<file path="src/rtl/tx_arb.sv">
// tx_arb: two-requester AXI-Stream TX arbiter toward the MAC, with
// round-robin grant, per-packet lock and mid-packet stall timeout/abort.
// Params : TIMEOUT (stall cycles before abort), CNT_W (stall counter width)
// Ports  : clk156, eth_rst (async, active-high)
//          s0_axis_* / s1_axis_* : requester slaves (valid/ready/data/keep/last/user)
//          m_axis_*              : master toward MAC TX
//          grant (one-hot owner, 00 = none), abort_pulse (abort accepted)
// Macro  : TX_ARB_STRICT_PRIO_EN - ties in IDLE always go to port 0.
module tx_arb #(
  parameter int unsigned      CNT_W   = 16,
  parameter logic [CNT_W-1:0] TIMEOUT = 16'd1024
) (
  input  logic        clk156,
  input  logic        eth_rst,
  input  logic        s0_axis_tvalid,
  output logic        s0_axis_tready,
  input  logic [63:0] s0_axis_tdata,
  input  logic [7:0]  s0_axis_tkeep,
  input  logic        s0_axis_tlast,
  input  logic        s0_axis_tuser,
  input  logic        s1_axis_tvalid,
  output logic        s1_axis_tready,
  input  logic [63:0] s1_axis_tdata,
  input  logic [7:0]  s1_axis_tkeep,
  input  logic        s1_axis_tlast,
  input  logic        s1_axis_tuser,
  output logic        m_axis_tvalid,
  input  logic        m_axis_tready,
  output logic [63:0] m_axis_tdata,
  output logic [7:0]  m_axis_tkeep,
  output logic        m_axis_tlast,
  output logic        m_axis_tuser,
  output logic [1:0]  grant,
  output logic        abort_pulse
);

  typedef enum logic [1:0] {
    ST_IDLE,
    ST_SEND,
    ST_ABORT,
    ST_DRAIN
  } state_t;

  state_t           r_state;
  state_t           w_state_nxt;
  logic [1:0]       r_grant;
  logic [1:0]       w_grant_nxt;
  logic [CNT_W-1:0] r_stall;
  logic [CNT_W-1:0] w_stall_nxt;
`ifndef TX_ARB_STRICT_PRIO_EN
  logic             r_last;
  logic             w_last_nxt;
`endif

  logic        w_sel;
  logic        w_win1;
  logic        w_g_tvalid;
  logic [63:0] w_g_tdata;
  logic [7:0]  w_g_tkeep;
  logic        w_g_tlast;
  logic        w_g_tuser;

  // Granted slave mux; index by the upper one-hot bit.
  assign w_sel      = r_grant[1];
  assign w_g_tvalid = w_sel ? s1_axis_tvalid : s0_axis_tvalid;
  assign w_g_tdata  = w_sel ? s1_axis_tdata  : s0_axis_tdata;
  assign w_g_tkeep  = w_sel ? s1_axis_tkeep  : s0_axis_tkeep;
  assign w_g_tlast  = w_sel ? s1_axis_tlast  : s0_axis_tlast;
  assign w_g_tuser  = w_sel ? s1_axis_tuser  : s0_axis_tuser;

  // Port 1 wins alone, or on a tie when port 0 had the last grant.
`ifdef TX_ARB_STRICT_PRIO_EN
  assign w_win1 = s1_axis_tvalid & ~s0_axis_tvalid;
`else
  assign w_win1 = s1_axis_tvalid & (~s0_axis_tvalid | ~r_last);
`endif

  assign grant = r_grant;

  always_comb begin
    w_state_nxt    = r_state;
    w_grant_nxt    = r_grant;
    w_stall_nxt    = r_stall;
`ifndef TX_ARB_STRICT_PRIO_EN
    w_last_nxt     = r_last;
`endif
    m_axis_tvalid  = 1'b0;
    m_axis_tdata   = '0;
    m_axis_tkeep   = '0;
    m_axis_tlast   = 1'b0;
    m_axis_tuser   = 1'b0;
    s0_axis_tready = 1'b0;
    s1_axis_tready = 1'b0;
    abort_pulse    = 1'b0;
    unique case (r_state)
      ST_IDLE: begin
        w_stall_nxt = '0;
        if (s0_axis_tvalid | s1_axis_tvalid) begin
          w_grant_nxt = w_win1 ? 2'b10 : 2'b01;
`ifndef TX_ARB_STRICT_PRIO_EN
          w_last_nxt  = w_win1;
`endif
          w_state_nxt = ST_SEND;
        end
      end
      ST_SEND: begin
        m_axis_tvalid  = w_g_tvalid;
        m_axis_tdata   = w_g_tdata;
        m_axis_tkeep   = w_g_tkeep;
        m_axis_tlast   = w_g_tlast;
        m_axis_tuser   = w_g_tuser;
        s0_axis_tready = ~w_sel & m_axis_tready;
        s1_axis_tready = w_sel & m_axis_tready;
        // Only a silent source counts; MAC backpressure never does.
        if (w_g_tvalid) begin
          w_stall_nxt = '0;
        end else if (r_stall != {CNT_W{1'b1}}) begin
          w_stall_nxt = r_stall + CNT_W'(1);
        end
        if (w_g_tvalid & m_axis_tready & w_g_tlast) begin
          w_grant_nxt = 2'b00;
          w_state_nxt = ST_IDLE;
        end else if (r_stall >= TIMEOUT) begin
          w_state_nxt = ST_ABORT;
        end
      end
      ST_ABORT: begin
        // Poisoned terminating beat so the MAC drops the frame.
        m_axis_tvalid = 1'b1;
        m_axis_tkeep  = 8'h01;
        m_axis_tlast  = 1'b1;
        m_axis_tuser  = 1'b1;
        if (m_axis_tready) begin
          abort_pulse = 1'b1;
          w_state_nxt = ST_DRAIN;
        end
      end
      ST_DRAIN: begin
        s0_axis_tready = ~w_sel;
        s1_axis_tready = w_sel;
        if (w_g_tvalid & w_g_tlast) begin
          w_grant_nxt = 2'b00;
          w_state_nxt = ST_IDLE;
        end
      end
      default: begin
        w_grant_nxt = 2'b00;
        w_state_nxt = ST_IDLE;
      end
    endcase
  end

  always_ff @(posedge clk156 or posedge eth_rst) begin
    if (eth_rst) begin
      r_state <= ST_IDLE;
      r_grant <= 2'b00;
      r_stall <= '0;
`ifndef TX_ARB_STRICT_PRIO_EN
      r_last  <= 1'b1;
`endif
    end else begin
      r_state <= w_state_nxt;
      r_grant <= w_grant_nxt;
      r_stall <= w_stall_nxt;
`ifndef TX_ARB_STRICT_PRIO_EN
      r_last  <= w_last_nxt;
`endif
    end
  end

endmodule

</file>
<file path="config.mk">
export PLATFORM = sky130hd
export DESIGN_NAME = tx_arb
export DESIGN_NICKNAME = d
export VERILOG_FILES = /design/src/rtl/tx_arb.sv
export SDC_FILE = /design/constraint.sdc
export NUM_CORES = 1
export LEC_CHECK = 0
export CORE_MARGIN = 3
export CORE_UTILIZATION = 25
export DETAILED_ROUTE_END_ITERATION = 12
export PLACE_DENSITY = 0.68
export SLEW_MARGIN = 20
export SYNTH_ARGS = -nofsm -noshare
export SYNTH_HDL_FRONTEND = slang
export SYNTH_SLANG_ARGS = --single-unit
</file>
<file path="constraint.sdc">
create_clock -name clk156 -period 2.7 [get_ports clk156]
set_input_delay 0.405 -clock clk156 [delete_from_list [all_inputs] [get_ports clk156]]
set_output_delay 0.405 -clock clk156 [all_outputs]
set_load 0.02 [all_outputs]
</file>
==> run_results.csv, run 1 <==
group,metric,value,unit
run_status,outcome,"finished, final reports clean",
logic_synthesis,synth_common_cells,"nor2_1 (84), mux2i_1 (75), dfrtp_1 (20), clkbuf_1 (15), nand2_1 (9)",
timing,post-route-period-util,96.50,%
timing,hold_viol,0,
setup_path,cp-end-kind,"output port",
logic_synthesis,synth_nets,482,
finish,fillers,965,
grt,met2_usage,34.34,%
logic_synthesis,netlist_area,0.002525,mm²
detailed_routing,antenna_left,0,
floorplanning,core-area,0.009774,mm²
place,dpl.cell_count,673,
logic_synthesis,synthArstFlopShare,100.0,%
timing,skew,0.01284,ns
cts,h-tree-depth,1,
cts,numCtsBuffers,3,
timing,fin_setup_tns,0,ns
setup_path,critPathArrivalTime,2.20,ns
pwr,p_total,3.888,mW
place,place.gp.congestion,0.8429,
grt,antenna_found_initial,0,
pwr,vdd_drop_max,0.5855,mV
setup_path,crit_required,2.30,ns
setup_path,critPathLaunchType,"flop",
floorplanning,ios,233,
floorplanning,row_count,36,
setup_path,crit_fanout,39,
cts,clockBufferDepth,2,
timing,setup_viol,0,
detailed_routing,wl,11620,µm
place,dpl.hpwl,9642,µm
finish,num_antenna_cells,0,
setup_path,r2r_slack,0.55,ns
pwr,leakagePower,2.011,nW
timing,relSlewSlack,69.59,%
logic_synthesis,yosysTopAreaCellShare,29.73,%
cts,cts_tree,"done",
logic_synthesis,ys_top_cells_by_area,"mux2i_1 (30%), dfrtp_1 (20%), nor2_1 (12%)",
timing,drv_slew,0,
logic_synthesis,syn_avg_cell_area,7.817,µm²
logic_synthesis,ys_types,44,
finish,nNetsFinal,704,
pwr,switching_share,48.46,%
finish,final_core_util,51.88,%
detailed_routing,wire_per_inst,17.17,µm
logic_synthesis,synth_top_area_cell,"mux2i_1",
job,drv_cap,0,
logic_synthesis,netlist_instances,323,
timing,fmax,383.8,MHz
grt,grt-busiest-layer,"met2",
floorplanning,die_h,106.5,µm
grt,grt_max_degree,40,
grt,grt_pass1_vias,3291,
logic_synthesis,yosysWarnings,0,
place,io_buffer_count,232,
logic_synthesis,synth-edff-count,0,
logic_synthesis,ys_ff_latch,21,
cts,clock-root-buffer,"clkbuf_8",
grt,use_met1,23.22,%
logic_synthesis,yosysMostFrequentCell,"nor2_1",
pwr,switchingPower,1.884,mW
cts,clk_pin_slew,0.09,ns
logic_synthesis,yosysSeqAreaShare,20.86,%
floorplanning,die-area,0.01134,mm²
grt,grt_first_pass_wirelength,17600,µm
finish,drive_above_1_share,4.044,%
grt,grt-ovfl-total,0,
grt,grt_usage,19.54,%
detailed_routing,first_pass_iters,4,
floorplanning,die_w,106.5,µm
detailed_routing,drcViolationCount,0,
cts,clock_latency,0.27,ns
place,post-place-ws,0.2757,ns
detailed_routing,vias,3262,
hold_path,hp-class,"in2async",
timing,worst_pin_slew,0.4561,ns
grt,grt_use_met3,6.436,%
detailed_routing,drt_iter0_markers,155,
pwr,power.density,766.7,mW/mm²
timing,fin_ws,0.09448,ns
finish,fin_cells,677,
cts,clkSinkCount,21,
pwr,clock_power_share,5.6,%
pwr,p_int,2.004,mW
setup_path,critPathKind,"reg2out",
detailed_routing,avgViaCountPerCell,4.818,
logic_synthesis,synth_flop_cell,"dfrtp_1",
floorplanning,start_util,25.83,%
pwr,p_comb_share,82.1,%
timing,min_period,2.606,ns
finish,area_growth,100.8,%
pwr,power_frac_seq,12.2,%
[sequential cells by signal, indices dropped and copies added, names as in the netlist, named ones only]
signal	flops
r_last	1
r_stall	16
grant	2
r_state	1
[kinds of logic after synthesis]
| group | after synthesis | share of synthesized area [%] |
|---|---|---|
| buffers and inverters | 34 | 5.698 |
| flip-flops | 21 | 20.86 |
| multiplexers | 80 | 32.11 |
| AND/OR/NAND/NOR | 133 | 23.59 |
| XOR/XNOR | 2 | 0.6939 |
| AO/OA/AOI/OAI | 47 | 14.07 |
| adder cells (fa/ha/maj) | 6 | 2.973 |
[through the flow]
step	cell area [µm²]	hold WS (ns)
floorplan	2525	0.3808
global placement	5007	0.4789
detailed placement	5007	0.4930
CTS	5056	0.4599
global route	5071	0.4853
finish	5071	0.4330
[routing by layer]
metal	routed length (µm)	vias to the layer above
met5	0	-
met4	245	0
met3	878	18
met2	6000	125
met1	4498	1514
li1	-	1605
[critical path, stage by stage, from the launching register on]
cell and delay [ns]:
dfrtp_1 0.43, inv_1 0.10, ha_1 0.24, inv_2 0.08
buf_8 0.19, nor2_1 0.15, o21a_1 0.12, clkdlybuf4s50_1 0.60
[power by group through the flow]
stage	sequential [mW]	clock [mW]	combinational (mW)
3_3_place_gp	0.472	0	3.17
5_1_grt	0.490	0.231	3.43
4_1_cts	0.475	0.224	3.21
3_5_place_dp	0.480	0	3.18
6_report	0.475	0.219	3.19
2_1_floorplan	0.426	0	1.78
[cell type report]
class | count | area, µm² | share of cell area (%)
clock buffer | 3 | 41.29 | 0.8142
clock inverter | 1 | 5.005 | 0.09869
sequential | 21 | 530.5 | 10.46
tap | 133 | 166.4 | 3.282
inverter | 9 | 33.78 | 0.6662
multi-input combinational | 268 | 1859 | 36.66
timing repair buffer | 242 | 2435 | 48.01
[worst paths after layout]
| path | start | end | cells after the start |
|---|---|---|---|
| hold / removal | eth_rst | async pin | 2 |
| setup reg to reg | r_stall[0]$_DFFE_PP0P_ | r_stall[0]$_DFFE_PP0P_ | 5 |
| setup / recovery | flop | m_axis_tkeep[0] | 7 |
| max in group asynchronous | eth_rst | r_stall[7]$_DFFE_PP0P_ | 3 |
| hold reg to reg | grant[0]$_DFFE_PP0P_ | grant[0]$_DFFE_PP0P_ | 1 |
| min in group clk156 | grant[0]$_DFFE_PP0P_ | grant[0]$_DFFE_PP0P_ | 1 |
[repair_timing]
action | in CTS | in global routing
buffers inserted | 0 | 0
resized for setup | 1 | 5
endpoints found under the setup margin | 3 | 13
hold endpoints to repair | 0 | 0
cloned | 0 | 0
hold buffers | 0 | 0
[placed cells by master (no fill, tap or decap), types with 2 or more instances in the layout]
cell type,Yosys,final
a211o_1,4,4
a21oi_1,6,6
a221o_1,3,3
a22o_1,3,3
a31oi_1,2,2
a32oi_1,3,3
and2_1,4,4
and3_1,7,7
and4_1,4,4
buf_12,0,2
buf_4,0,7
clkbuf_8,0,3
clkdlybuf4s50_1,0,230
dfrtp_1,20,19
dlymetal6s2s_1,0,2
ha_1,6,5
inv_1,8,8
mux2_1,3,3
mux2i_1,75,75
nand2_1,9,8
nand3_1,7,7
nand4_1,4,4
nor2_1,84,84
nor2b_1,2,2
nor3_1,7,7
o2111a_1,3,3
o211ai_1,7,7
o21a_1,3,3
o21ai_0,5,5
o21ai_1,2,2
or4_1,2,2
xnor2_1,2,2
No activity file was read; power rests on OpenSTA's default activity.
==> run 2, diff against run 1 <==
PLACE_DENSITY = 0.74   (was 0.68)
SKIP_CTS_REPAIR_TIMING = 1   (was unset)
==> run_results.csv, run 2 (same netlist as run 1, synthesis figures left out) <==
group,metric,value,unit
setup_path,critPathArrivalTime,2.13,ns
cts,clockBufferDepth,2,
cts,numCtsBuffers,3,
detailed_routing,wire_per_inst,19.03,µm
setup_path,r2r_end,"r_stall[0]$_DFFE_PP0P_",
timing,fmax,394.0,MHz
finish,largest_register_ffs,16,
setup_path,critPathKind,"reg2out",
detailed_routing,drt_iter0_markers,173,
finish,layout_common_cells,"clkdlybuf4s50_1 (222), nor2_1 (84), mux2i_1 (75)",
finish,regMostFlops,"r_stall",
setup_path,r2r-start,"r_stall[1]$_DFFE_PP0P_",
place,post-place-ws,0.3037,ns
timing,fin_ws,0.1617,ns
timing,drv_slew,0,
setup_path,r2r_slack,0.48,ns
job,drv_cap,0,
pwr,leakagePower,2.168,nW
floorplanning,row_count,36,
floorplanning,die_w,106.5,µm
finish,layout_commonest_cell,"clkdlybuf4s50_1",
finish,nNetsFinal,709,
setup_path,critPathLaunchType,"flop",
cts,clock_latency,0.26,ns
setup_path,crit_required,2.30,ns
run_status,outcome,"finished, final reports clean",
detailed_routing,antenna_left,0,
finish,drive_above_1_share,4.372,%
cts,clk_pin_slew,0.08,ns
detailed_routing,avgViaCountPerCell,4.848,
detailed_routing,first_pass_iters,5,
pwr,p_total,3.950,mW
cts,clock-root-buffer,"clkbuf_8",
timing,fin_setup_tns,0,ns
place,dpl.hpwl,10910,µm
grt,grt_first_pass_wirelength,19380,µm
pwr,vdd_drop_max,0.4269,mV
timing,skew,0.002646,ns
timing,worst_pin_slew,0.5275,ns
finish,area_growth,103.2,%
grt,antenna_found_initial,3,
place,place.gp.congestion,0.8455,
detailed_routing,wl,13030,µm
timing,rsz0062_at_grt,"no",
floorplanning,start_util,25.83,%
setup_path,cp-end-kind,"output port",
grt,grt_usage,22.05,%
finish,fillers,928,
detailed_routing,vias,3321,
timing,hold_viol,0,
detailed_routing,drcViolationCount,0,
timing,setup_viol,0,
pwr,power.density,770.0,mW/mm²
timing,post-route-period-util,94.01,%
timing,relSlewSlack,64.79,%
setup_path,ff2ff_path_depth,5,
timing,min_period,2.538,ns
setup_path,endpoint,"s0_axis_tready",
cts,clkSinkCount,21,
floorplanning,die-area,0.01134,mm²
cts,h-tree-depth,1,
grt,grt_pass1_vias,3461,
cts,cts_tree,"done",
grt,grt-ovfl-total,0,
place,io_buffer_count,232,
setup_path,crit_fanout,11,
floorplanning,die_h,106.5,µm
floorplanning,core-area,0.009774,mm²
hold_path,hp-class,"in2async",
grt,grt_max_degree,33,
floorplanning,ios,233,
## run 2: cell count changes in the layout (fill, tap and decap cells not counted), moves of 3 or more
cell             previous run  this run
diode_2                     0         3
dlymetal6s2s_1              2        10
buf_4                       7        13
clkdlybuf4s50_1           230       222
## run 2: area by class of cell
type | count | area, µm² | area share, %
Timing Repair Buffer | 247 | 2490 | 48.54
Antenna cell | 3 | 7.507 | 0.1463
Inverter | 9 | 36.28 | 0.7073
Clock buffer | 4 | 45.04 | 0.8780
Multi-Input combinational cell | 268 | 1854 | 36.15
Tap cell | 133 | 166.4 | 3.244
Sequential cell | 21 | 530.5 | 10.34
## run 2: worst max-delay path, cell delays in order (launching register included)
cell	delay, ns
dfrtp_1	0.43
inv_1	0.09
ha_1	0.23
buf_4	0.19
a21oi_1	0.28
nor2_1	0.07
clkdlybuf4s50_1	0.58
## run 2: power breakdown
group,leakage [nW],switching (mW),internal [mW],total (mW)
Sequential,0.281,0.0921,0.373,0.465
Combinational,1.86,1.72,1.56,3.28
Clock,0.0228,0.103,0.105,0.209
Total,2.17,1.92,2.03,3.95
## run 2: metrics by stage
| step | std cells | area (µm²) | util (%) | hold slack (ns) |
|---|---|---|---|---|
| after floorplan | 323 | 2525 | - | 0.3808 |
| after global placement | 677 | 5025 | 51.41 | 0.4937 |
| after detailed placement | 677 | 5025 | 51.41 | 0.5301 |
| after CTS | 681 | 5070 | 51.87 | 0.5017 |
| after global routing | 685 | 5130 | 52.48 | 0.5377 |
| final | 685 | 5130 | 52.48 | 0.4761 |
## run 2: how the worst min path moves through the flow
stage / start / end / cells past startpoint / slack, ns
final: eth_rst / grant[0]$_DFFE_PP0P_ / 2 / 0.48
after global routing: eth_rst / r_stall[7]$_DFFE_PP0P_ / 2 / 0.54
after CTS: eth_rst / grant[0]$_DFFE_PP0P_ / 2 / 0.50
after detailed placement: grant[0]$_DFFE_PP0P_ / grant[0]$_DFFE_PP0P_ / 1 / 0.53
after global placement: grant[0]$_DFFE_PP0P_ / grant[0]$_DFFE_PP0P_ / 1 / 0.49
after floorplan: eth_rst / async pin / 1 / 0.38
## run 2: per-layer routing
layer / share of wire [%] / wire length (µm) / vias up / global-route usage [%]
li1: - / - / 1620 / -
met1: 40 / 5263 / 1547 / 27.24
met2: 50 / 6461 / 138 / 37.24
met3: 7.7 / 1000 / 16 / 6.922
met4: 2.4 / 308 / 0 / 5.571
met5: 0 / 0 / - / 0
==> run 3, diff against run 2 <==
REMOVE_ABC_BUFFERS = 1   (was unset)
==> run_results.csv, run 3 (same netlist as run 1, synthesis figures left out) <==
group,metric,value,unit
timing,setup_viol,0,
detailed_routing,avgViaCountPerCell,4.760,
finish,fillers,926,
job,drv_cap,0,
grt,grt_pass1_vias,3353,
timing,relSlewSlack,69.49,%
floorplanning,die_w,106.5,µm
finish,layout_common_cells,"clkdlybuf4s50_1 (232), nor2_1 (84), mux2i_1 (75)",
grt,antenna_found_initial,0,
grt,grt-ovfl-total,0,
detailed_routing,wl,11680,µm
finish,regMostFlops,"r_stall",
pwr,vdd_drop_max,0.4604,mV
hold_path,hp-class,"in2async",
setup_path,critPathKind,"reg2out",
cts,clkSinkCount,21,
setup_path,critPathArrivalTime,2.12,ns
cts,clock_latency,0.27,ns
finish,num_antenna_cells,0,
timing,rsz0062_at_grt,"no",
setup_path,critPathLaunchType,"flop",
grt,grt_usage,19.82,%
floorplanning,start_util,25.83,%
place,post-place-ws,0.2800,ns
cts,cts_tree,"done",
detailed_routing,vias,3227,
floorplanning,core-area,0.009774,mm²
setup_path,crit_fanout,7,
timing,skew,0.005828,ns
grt,grt_max_degree,33,
detailed_routing,antenna_left,0,
floorplanning,row_count,36,
timing,fin_ws,0.1705,ns
timing,drv_slew,0,
timing,worst_pin_slew,0.4577,ns
cts,clock-root-buffer,"clkbuf_8",
place,io_buffer_count,232,
detailed_routing,drcViolationCount,0,
timing,min_period,2.529,ns
floorplanning,die-area,0.01134,mm²
cts,clockBufferDepth,2,
setup_path,r2r_slack,0.54,ns
run_status,outcome,"finished, final reports clean",
finish,drive_above_1_share,3.853,%
setup_path,crit_required,2.30,ns
place,dpl.hpwl,9601,µm
finish,largest_register_ffs,16,
place,place.gp.congestion,0.8328,
timing,post-route-period-util,93.68,%
grt,grt_first_pass_wirelength,17770,µm
detailed_routing,first_pass_iters,4,
timing,hold_viol,0,
timing,fmax,395.3,MHz
finish,final_core_util,51.89,%
cts,numCtsBuffers,3,
finish,multiInputGateArea,0.001857,mm²
detailed_routing,wire_per_inst,17.23,µm
cts,clk_pin_slew,0.08,ns
setup_path,cp-end-kind,"output port",
cts,h-tree-depth,1,
finish,layout_commonest_cell,"clkdlybuf4s50_1",
floorplanning,ios,233,
floorplanning,die_h,106.5,µm
finish,seq_area,530.5,µm²
finish,nNetsFinal,705,
pwr,power.density,767.8,mW/mm²
pwr,leakagePower,1.982,nW
finish,area_growth,100.9,%
detailed_routing,drt_iter0_markers,117,
[run 3: changes by cell type in the layout (fill, tap and decap cells not counted)]
| cell | delta |
|---|---|
| buf_4 | -5 |
| clkbuf_16 | -1 |
| diode_2 | -3 |
| nand2_2 | +1 |
| dlymetal6s2s_1 | -10 |
| clkdlybuf4s50_1 | +10 |
| buf_8 | +1 |
| buf_12 | +1 |
| nand2_1 | -1 |
[run 3: worst paths after layout]
path	end	from	depth (start not counted)
worst max register to register	r_stall[0]$_DFFE_PP0P_	r_stall[0]$_DFFE_PP0P_	5
worst min register to register	grant[0]$_DFFE_PP0P_	grant[0]$_DFFE_PP0P_	1
worst min-delay path	r_stall[13]$_DFFE_PP0P_	eth_rst	3
max in group asynchronous	r_last$_DFFE_PP1P_	eth_rst	3
worst max-delay path	m_axis_tkeep[4]	r_state[0]$_DFFE_PP0P_	5
min in group clk156	grant[0]$_DFFE_PP0P_	grant[0]$_DFFE_PP0P_	1
[run 3: final cells by class]
| cell class | count | area share, % |
|---|---|---|
| Clock buffer | 4 | 0.8880 |
| Sequential cell | 21 | 10.46 |
| Multi-Input combinational cell | 268 | 36.61 |
| Timing Repair Buffer | 243 | 48.05 |
| Inverter | 9 | 0.7153 |
| Tap cell | 133 | 3.281 |
[run 3: critical path, stage by stage (launching register included)]
cell and delay, ns:
dfrtp_1 0.41, inv_1 0.10, ha_1 0.42, nand2_2 0.15, nor2_1 0.14, clkdlybuf4s50_1 0.63
[run 3: where the power goes]
group | internal [mW] | switching (mW) | total (mW) | leakage, nW
logic | 1.53 | 1.69 | 3.22 | 1.68
clock network | 0.105 | 0.109 | 0.214 | 0.0228
registers | 0.373 | 0.0829 | 0.456 | 0.281
total | 2.01 | 1.89 | 3.89 | 1.98
[run 3: per-layer routing]
metal	track usage [%]	part of all wire, %	up-vias
met5	0	0	-
met4	5.297	2.7	0
met3	7.711	9.1	21
met2	34.71	51	128
met1	22.45	37	1468
li1	-	-	1610
[run 3: metrics by stage]
| step | total power [mW] | cells | hold slack [ns] | TNS [ns] | area [µm²] |
|---|---|---|---|---|---|
| after floorplan | 2.220 | 298 | 0.3808 | -99.83 | 2415 |
| after global placement | 3.635 | 673 | 0.4847 | 0 | 5007 |
| after detailed placement | 3.657 | 673 | 0.4979 | 0 | 5007 |
| after CTS | 3.899 | 677 | 0.4761 | 0 | 5052 |
| after global routing | 4.164 | 678 | 0.4933 | 0 | 5072 |
| final | 3.895 | 678 | 0.4635 | 0 | 5072 |
